[src/rtl/divider_seq_if.sv]
// Start/done handshake and operand/result bus for the sequential divider.
// Vectors use big-endian bit numbering: bit 0 is the MSB.
interface divider_seq_if #(
    parameter int WIDTH = 32
);
    logic               start;
    logic               sgn;
    logic [0:WIDTH-1]   a;
    logic [0:WIDTH-1]   b;
    logic [0:WIDTH-1]   q;
    logic [0:WIDTH-1]   r;
    logic               busy;
    logic               done;
    logic               divZero;

    modport master (
        output start, sgn, a, b,
        input  q, r, busy, done, divZero
    );

    modport slave (
        input  start, sgn, a, b,
        output q, r, busy, done, divZero
    );
endinterface

[src/rtl/divider_seq.sv]
// Radix-2 restoring divider, one quotient bit per clock, signed/unsigned.
// Sign handling is done on magnitudes up front and fixed up in a single FIX cycle.
module divider_seq #(
    parameter int WIDTH = 32
) (
    input  logic         clk,
    input  logic         rst_n,
    divider_seq_if.slave bus
);
    typedef enum logic [1:0] {S_IDLE, S_RUN, S_FIX, S_DONE} state_t;

    localparam int CNT_W = $clog2(WIDTH);

    state_t             r_state;
    state_t             w_next;

    logic               r_neg_q;
    logic               r_neg_a;
    logic               r_b_zero;
    logic [0:WIDTH-1]   r_rem;
    logic [0:WIDTH-1]   r_dvd;
    logic [0:WIDTH-1]   r_div;
    logic [0:WIDTH-1]   r_q;
    logic [0:WIDTH-1]   r_r;
    logic [CNT_W-1:0]   r_cnt;
    logic               r_busy;
    logic               r_done;
    logic               r_div_zero;

    logic               w_accept;
    logic               w_last;
    logic               w_b_is_zero;
    logic [0:WIDTH-1]   w_a_abs;
    logic [0:WIDTH-1]   w_b_abs;
    logic [0:WIDTH]     w_shift;
    logic [0:WIDTH]     w_trial;

    assign w_accept    = (r_state == S_IDLE) && bus.start;
    assign w_last      = (r_cnt == CNT_W'(WIDTH - 1));
    assign w_b_is_zero = (bus.b == '0);
    assign w_a_abs     = (bus.sgn && bus.a[0]) ? -bus.a : bus.a;
    assign w_b_abs     = (bus.sgn && bus.b[0]) ? -bus.b : bus.b;

    // Shift the next dividend bit into the partial remainder; trial bit 0 is the borrow/sign.
    assign w_shift = {r_rem, r_dvd[0]};
    assign w_trial = w_shift - {1'b0, r_div};

    // NOTE: sequential state uses non-blocking (<=) so every register samples pre-edge values.
    always_ff @(posedge clk or negedge rst_n) begin
        if (!rst_n) begin
            r_state <= S_IDLE;
        end else begin
            r_state <= w_next;
        end
    end

    // NOTE: assign the default first so no path through the case leaves w_next unassigned (latch).
    always_comb begin
        w_next = r_state;
        case (r_state)
            S_IDLE: if (bus.start) w_next = w_b_is_zero ? S_FIX : S_RUN;
            S_RUN:  if (w_last)    w_next = S_FIX;
            S_FIX:                 w_next = S_DONE;
            S_DONE:                w_next = S_IDLE;
            default:               w_next = S_IDLE;
        endcase
    end

    always_ff @(posedge clk or negedge rst_n) begin
        if (!rst_n) begin
            r_neg_q    <= 1'b0;
            r_neg_a    <= 1'b0;
            r_b_zero   <= 1'b0;
            r_rem      <= '0;
            r_dvd      <= '0;
            r_div      <= '0;
            r_q        <= '0;
            r_r        <= '0;
            r_cnt      <= '0;
            r_busy     <= 1'b0;
            r_done     <= 1'b0;
            r_div_zero <= 1'b0;
        end else begin
            r_done <= 1'b0;
            if (w_accept) begin
                r_neg_q    <= bus.sgn && (bus.a[0] ^ bus.b[0]);
                r_neg_a    <= bus.sgn && bus.a[0];
                r_b_zero   <= w_b_is_zero;
                // A zero divisor skips the iterations and reports the raw dividend as remainder.
                r_dvd      <= w_b_is_zero ? bus.a : w_a_abs;
                r_div      <= w_b_abs;
                r_rem      <= '0;
                r_cnt      <= '0;
                r_busy     <= 1'b1;
                r_div_zero <= 1'b0;
            end
            case (r_state)
                S_RUN: begin
                    r_rem <= w_trial[0] ? w_shift[1:WIDTH] : w_trial[1:WIDTH];
                    r_dvd <= {r_dvd[1:WIDTH-1], ~w_trial[0]};
                    r_cnt <= r_cnt + 1'b1;
                end
                S_FIX: begin
                    if (r_b_zero) begin
                        r_q        <= '1;
                        r_r        <= r_dvd;
                        r_div_zero <= 1'b1;
                    end else begin
                        r_q <= r_neg_q ? -r_dvd : r_dvd;
                        r_r <= r_neg_a ? -r_rem : r_rem;
                    end
                    r_busy <= 1'b0;
                    r_done <= 1'b1;
                end
                default: ;
            endcase
        end
    end

    assign bus.q       = r_q;
    assign bus.r       = r_r;
    assign bus.busy    = r_busy;
    assign bus.done    = r_done;
    assign bus.divZero = r_div_zero;
endmodule
[src/flat_wrapper.sv]
// flat-port wrapper written by rule: the top's interface ports become plain ports
module divider_seq_flat 
#(
    parameter int WIDTH = 32
)
  (clk, rst_n, bus_start, bus_sgn, bus_a, bus_b, bus_q, bus_r, bus_busy, bus_done, bus_divZero);
  divider_seq_if #(.WIDTH(WIDTH)) bus_i ();
  input  logic clk;
  input  logic rst_n;
  input wire logic [$bits(bus_i.start)-1:0] bus_start;
  input wire logic [$bits(bus_i.sgn)-1:0] bus_sgn;
  input wire logic [$bits(bus_i.a)-1:0] bus_a;
  input wire logic [$bits(bus_i.b)-1:0] bus_b;
  output wire logic [$bits(bus_i.q)-1:0] bus_q;
  output wire logic [$bits(bus_i.r)-1:0] bus_r;
  output wire logic [$bits(bus_i.busy)-1:0] bus_busy;
  output wire logic [$bits(bus_i.done)-1:0] bus_done;
  output wire logic [$bits(bus_i.divZero)-1:0] bus_divZero;
  assign bus_i.start = bus_start;
  assign bus_i.sgn = bus_sgn;
  assign bus_i.a = bus_a;
  assign bus_i.b = bus_b;
  assign bus_q = bus_i.q;
  assign bus_r = bus_i.r;
  assign bus_busy = bus_i.busy;
  assign bus_done = bus_i.done;
  assign bus_divZero = bus_i.divZero;
  divider_seq #(.WIDTH(WIDTH)) u_core (.clk(clk), .rst_n(rst_n), .bus(bus_i));
endmodule
[config.mk]
export PLATFORM = sky130hd
export DESIGN_NAME = divider_seq_flat
export DESIGN_NICKNAME = d
export VERILOG_FILES = /design/src/rtl/divider_seq_if.sv /design/src/rtl/divider_seq.sv /design/src/flat_wrapper.sv
export SDC_FILE = /design/constraint.sdc
export NUM_CORES = 1
export LEC_CHECK = 0
export BUFFER_PORTS_ARGS = -buffer_cell sky130_fd_sc_hd__buf_4
export CORE_MARGIN = 4
export CORE_UTILIZATION = 64
export CTS_CLUSTER_DIAMETER = 40
export DETAILED_ROUTE_END_ITERATION = 6
export GPL_TIMING_DRIVEN = 0
export HOLD_SLACK_MARGIN = 0.12
export PLACE_DENSITY = 0.93
export REMOVE_ABC_BUFFERS = 1
export SETUP_SLACK_MARGIN = 0.2
export SLEW_MARGIN = 10
export SYNTH_ARGS = -nofsm -noshare
export SYNTH_HDL_FRONTEND = slang
export SYNTH_SLANG_ARGS = --single-unit
[constraint.sdc]
create_clock -name clk -period 6.3 [get_ports clk]
set_clock_uncertainty 0.15 [all_clocks]
set_input_delay 0.945 -clock clk [delete_from_list [all_inputs] [get_ports clk]]
set_output_delay 0.945 -clock clk [all_outputs]
set_load 0.05 [all_outputs]
# Word-level counts from Yosys, hierarchy flattened
# Index checks and enable logic that the tools add are counted.
# op_classes
add_sub_neg,6
n_eq_ne,6
mux,24
bitwise_logic,2
reduce_logical,9
# ops
op,count
32-bit 2-to-1 mux,12
32-bit negation,4
33-bit by 32-bit subtractor with 33-bit output,1
32-bit zero test,1
5-bit 2-to-1 mux,2
2-bit one-hot mux with 4 select lines,1
1-bit 2-to-1 mux,6
2-bit 2-to-1 mux,3
"5-bit by 1-bit adder with 5-bit output, second input constant",1
"5-bit equality test, second input constant",1
"2-bit equality test, second input constant",2
1-bit logical AND,4
2-bit nonzero test,2
"2-bit by 1-bit equality test with 1-bit output, second input constant",1
2-bit zero test,1
"2-bit by 1-bit inequality test with 1-bit output, second input constant",1
"2-bit inequality test, second input constant",1
2-bit AND reduction,1
1-bit inverter,1
1-bit XOR,1
# word_totals
regBits,173
out_inout_bits,67
word_cells,60

# Longest topological paths before layout
# logic_depth
depth_word,5
depth_mapped,15
depth_no_buf,12

# Worst setup path before layout
# OpenSTA, ideal clock, no wires.
# synth_path
path_type,input to register
from,input bus_a[6]
to,register u_core.r_dvd[1] (netlist bit)
setup_time_ns,0.142
arrival_ns,3.381
t_required_ns,6.008
path_slack_ns,2.626
cell_stages,8
path_buffers,0
path_cell_list,or4_4 nor4_4 nand2_2 or4_4 or4_4 o41ai_2 xor2_1 o221ai_1
# synth_between
elab_chain_cells,5
# synth_lines
item,line,rtl
from (decl),flat_wrapper.sv:12,input wire logic [$bits(bus_i.a)-1:0] bus_a;
32-bit negation,divider_seq.sv:41,assign w_a_abs = (bus.sgn && bus.a[0]) ? -bus.a : bus.a;
32-bit 2-to-1 mux,divider_seq.sv:41,
32-bit 2-to-1 mux,divider_seq.sv:90,r_dvd <= w_b_is_zero ? bus.a : w_a_abs;
32-bit 2-to-1 mux,divider_seq.sv:85,if (w_accept) begin
32-bit 2-to-1 mux,divider_seq.sv:97,case (r_state)
to (signal assigned),divider_seq.sv:90,
to (signal assigned),divider_seq.sv:100,"r_dvd <= {r_dvd[1:WIDTH-1], ~w_trial[0]};"
to (decl),divider_seq.sv:21,logic [0:WIDTH-1] r_dvd;
# No other way between the ends. The select of a mux whose other input is x is not followed.
# A chain may end at the register's enable or synchronous reset.

# Final worst setup path
# layout_path
from,register u_core.r_dvd[0] (netlist bit)
to,register u_core.r_rem[20] (netlist bit)
# layout_between
elab_chain_cells,3
# layout_lines
item,line,rtl
33-bit by 32-bit subtractor with 33-bit output,divider_seq.sv:46,"assign w_trial = w_shift - {1'b0, r_div};"
32-bit 2-to-1 mux,divider_seq.sv:99,r_rem <= w_trial[0] ? w_shift[1:WIDTH] : w_trial[1:WIDTH];
32-bit 2-to-1 mux,divider_seq.sv:97,
to (signal assigned),divider_seq.sv:99,
to (decl),divider_seq.sv:20,logic [0:WIDTH-1] r_rem;
# No other way between the ends.

==> out/summary.md <==
The root buffer cell chosen for the clock tree is clkbuf_16. Height of the chip: 142.9 um. The worst hold slack came out at 332.6 ps.

The count of nets left with antenna violations once routing finished came out at 0. The run gives 27.57% as the max-slew headroom at the worst pin. The mean area per synthesized cell was 8.553 um^2. The standard-cell row count came out at 49. Setup repair after global routing left no endpoint under its margin.

During placement, the flow inserted port buffers numbering 134. Global routing consumed, over all layers together, 30.30% of the routing resources. Sorting the synthesized cells by how often they occur yields nand2_1, dfrtp_1, o21ai_0.

The full die area was 20420 um^2. Total CTS buffers: 17. The number of setup buffers added after CTS is 0. Excluding fillers, the count of instances in the completed layout stands at 1687.

The pre-antenna-repair detailed-routing pass consisted of 6 iterations. The category of the worst setup path capture point is a flop. The logs give 0 for the final number of setup-violating endpoints and 6500 ps for the critical path required time. In this run the critical register-to-register path is launched from u_core.r_dvd[0].

The number of antenna violations at the first check in global routing is 0, and the biggest fanout along the worst timing path is 28. The run gives 248.6 MHz as the maximum clock rate. The overall via count from detail_route is 10590. The worst hold path terminates at u_core.r_div[22]. The number of flops mapped to enable cells by yosys works out to 0. The logs give 135 for the number of placed I/O pins and 0 for the total count of max-transition violations in the final report. After routing, the total negative slack on setup checks comes to 0 ps. The total standard cell area after synthesis was 11650 um^2; the number of filler cells placed in the layout was 1266. Among all flip-flop cells after synthesis, the most frequent one is dfrtp_1.

Sorting the synthesized cells by area gives the leading types as dfrtp_1, o21ai_0, nand2_1. The proportion of netlist area held by the largest area contributor is 37.16%, and the max-cap check violation count is 0. Summed over all nets, the half-perimeter wirelength after detailed placement is 21.92 mm. The die span in x was 142.9 um.

The total power was 0.008478 W; the pin count of the biggest net entering global routing was 114. Share of the cycle needed by the critical path after routing: 63.85%. In the routed layout, each cell is associated on average with a via count of 6.277. The tools report the critical path data arrival time as 4220 ps. Clock-pin slew was measured on the worst setup and hold paths at 60 ps. The tools report the placed instance count as 1655.

For the worst flop-to-flop path, the logic depth is 12. In the final design database the tool counted 1556 nets. The run gives 0 as the count of synthesis-stage warnings from yosys. After detailed routing, the number of remaining DRC violations is 0. The repair_antennas step left the layout with diodes totalling 0. Global-route wire length before repair: 50.40 mm.

For the via count of the first global-routing pass, the log shows 10310. Of the synthesized area, sequential elements account for 37.16%. The final weighted congestion in routability-driven placement is 0.9833.

TritonCTS built the clock tree. The min-delay analysis places its worst path in the category flop to flop. The maximum clock insertion buffer count is 2, and the number of gates given a new drive strength after cts is 0.

Detailed-route wire length: 30.61 mm. In the final layout, the share of cells above drive strength 1 is 16.05%. The number of clock sinks seen by CTS came out at 173.

The tools report the end of the worst register-to-register path as u_core.r_rem[20]. The number of library cell types mapped by synthesis is 63. CTS built an H-tree with a depth of 4. The number of failing hold endpoints at the final stage is 0, and the number of cells on the worst hold path is 2. The static leakage came out at 5.800 nW.

In this run, the number of DRC markers left after iteration 0 of detailed routing was 1042. The startpoint identified for the worst hold timing path is u_core.r_div[22]. For the worst-skew pair, the clock arrives at the later sink with an insertion delay of 430 ps. The core region is 17900 um^2.

Once the floorplan was initialized, standard cells occupied 65.07% of the core. For the pin with the worst max-slew slack, the measured transition is 1085 ps. After detailed routing, the average wire length per cell comes to 18.14 um. The run finished with clean final reports. The number of hold buffers added after CTS was 0. Synthesis handed over a netlist of 1362 instances. IR analysis of the VDD net gives a maximum drop of 402.1 uV.

In this run, synthesis produced a sequential element count of 173. The time the worst path needs with I/O delays and setup was 4023 ps. The leading area contributor after synthesis is dfrtp_1. The area growth from synthesis to layout is 15.10%.

Cell with the most instances after synthesis: nand2_1. The register-to-register path setup slack came out at 2280 ps. The classification of the worst setup path is flop to flop. The power density over the cells was 632.3 nW/um^2; the total grt overflow was 0. The category of the worst setup path launch point is a flop. Counting flops with an async set or reset pin after synthesis yields a share of 100.0%.
==> cell type report <==
class | count | area, um^2 | share of cell area, %
well taps | 229 | 286.5 | 2.137
clock inverters | 12 | 113.9 | 0.8492
multi-input cells | 1057 | 6857 | 51.14
repair buffers | 141 | 1147 | 8.557
clock buffers | 20 | 466.7 | 3.481
flip-flops and latches | 173 | 4330 | 32.30
inverters | 55 | 206.4 | 1.540
==> flip-flops by register name, indices dropped and copies added (netlist names), 2 cells and up <==
signal,cells
u_core.r_div,32
u_core.bus.q,32
u_core.r_dvd,32
u_core.r_state,2
u_core.r_cnt,5
u_core.bus.r,32
u_core.r_rem,32
==> per-stage QoR <==
step | utilization (%) | setup slack, ps | area, um^2
3_5_place_dp | 71.65 | 2094 | 12830
3_3_place_gp | 70.64 | 590.3 | 12650
6_report | 74.90 | 2277 | 13410
4_1_cts | 74.90 | 2330 | 13410
5_1_grt | 74.90 | 2023 | 13410
2_1_floorplan | - | 2324 | 11350
==> where the power goes <==
group          switching, W  leakage (nW)  internal, W  total, W
Sequential         0.000622          2.12      0.00164   0.00226
Clock              0.000451         0.275     0.000578   0.00103
Combinational       0.00321          3.40      0.00198   0.00519
Total               0.00428          5.80      0.00419   0.00848
==> routing by layer <==
| metal | vias to the layer above | share of wire [%] | wire (um) | global-route usage (%) |
|---|---|---|---|---|
| met4 | 0 | 3.2 | 990 | 12.81 |
| met2 | 519 | 49 | 14920 | 50.57 |
| li1 | 4965 | - | - | - |
| met1 | 5018 | 40 | 12320 | 39.30 |
| met5 | - | 0 | 0 | 0 |
| met3 | 88 | 7.8 | 2379 | 4.956 |
==> placed cells by master (no fill, tap or decap), types with 6 or more instances in the layout <==
cell type,synthesis,routed
clkbuf_16,0,17
o41ai_1,12,12
and3_1,6,6
o21ai_1,6,6
a32oi_1,6,6
nor2_1,79,78
a21oi_1,106,106
buf_4,0,133
mux2_2,26,26
xor2_1,75,75
or2_2,11,11
ha_1,42,40
nor3_1,12,12
dfrtp_1,173,172
a21o_1,16,16
o31ai_1,27,27
nand3_1,18,18
xnor2_1,69,69
mux2i_1,44,44
nor4_1,8,8
o21ai_0,158,158
inv_1,55,55
or4_1,21,21
nand2_1,191,190
or3_1,20,20
a31oi_1,12,12
o21a_1,8,8
nor2b_1,12,11
nand4_1,6,6
o221ai_1,6,6
==> logic make-up after synthesis <==
logic type / after synthesis / share of synthesized area (%)
AND/OR/NAND/NOR: 411 / 16.90
adder cells (fa/ha/maj): 43 / 4.683
multiplexers: 70 / 6.294
flip-flops: 173 / 37.16
buffers and inverters: 132 / 4.307
XOR/XNOR: 144 / 10.83
AO/OA/AOI/OAI: 389 / 19.83
==> how the worst max path moves through the flow <==
| stage | start | endpoint | cells after the start |
|---|---|---|---|
| floorplan | bus_start | u_core.r_rem[2] | 4 |
| global placement | bus_start | u_core.r_rem[3] | 5 |
| detailed placement | bus_b[22] | u_core.r_dvd[14] | 10 |
| CTS | u_core.r_dvd[0] | u_core.r_rem[20] | 12 |
| global route | u_core.r_dvd[0] | u_core.r_rem[0] | 12 |
| finish | u_core.r_dvd[0] | u_core.r_rem[20] | 12 |
==> worst max-delay path, cell delays in order (launching register included) <==
cell and delay (ps):
dfrtp_1 460, inv_1 170, ha_1 250, fa_1 390, nor2b_1 230, o31a_1 200
o21ai_0 190, o32ai_1 300, nand3_1 160, and3_1 280, nor2_4 630, nand2_1 300
o21ai_0 220
Power figures use the tool's default switching activity.
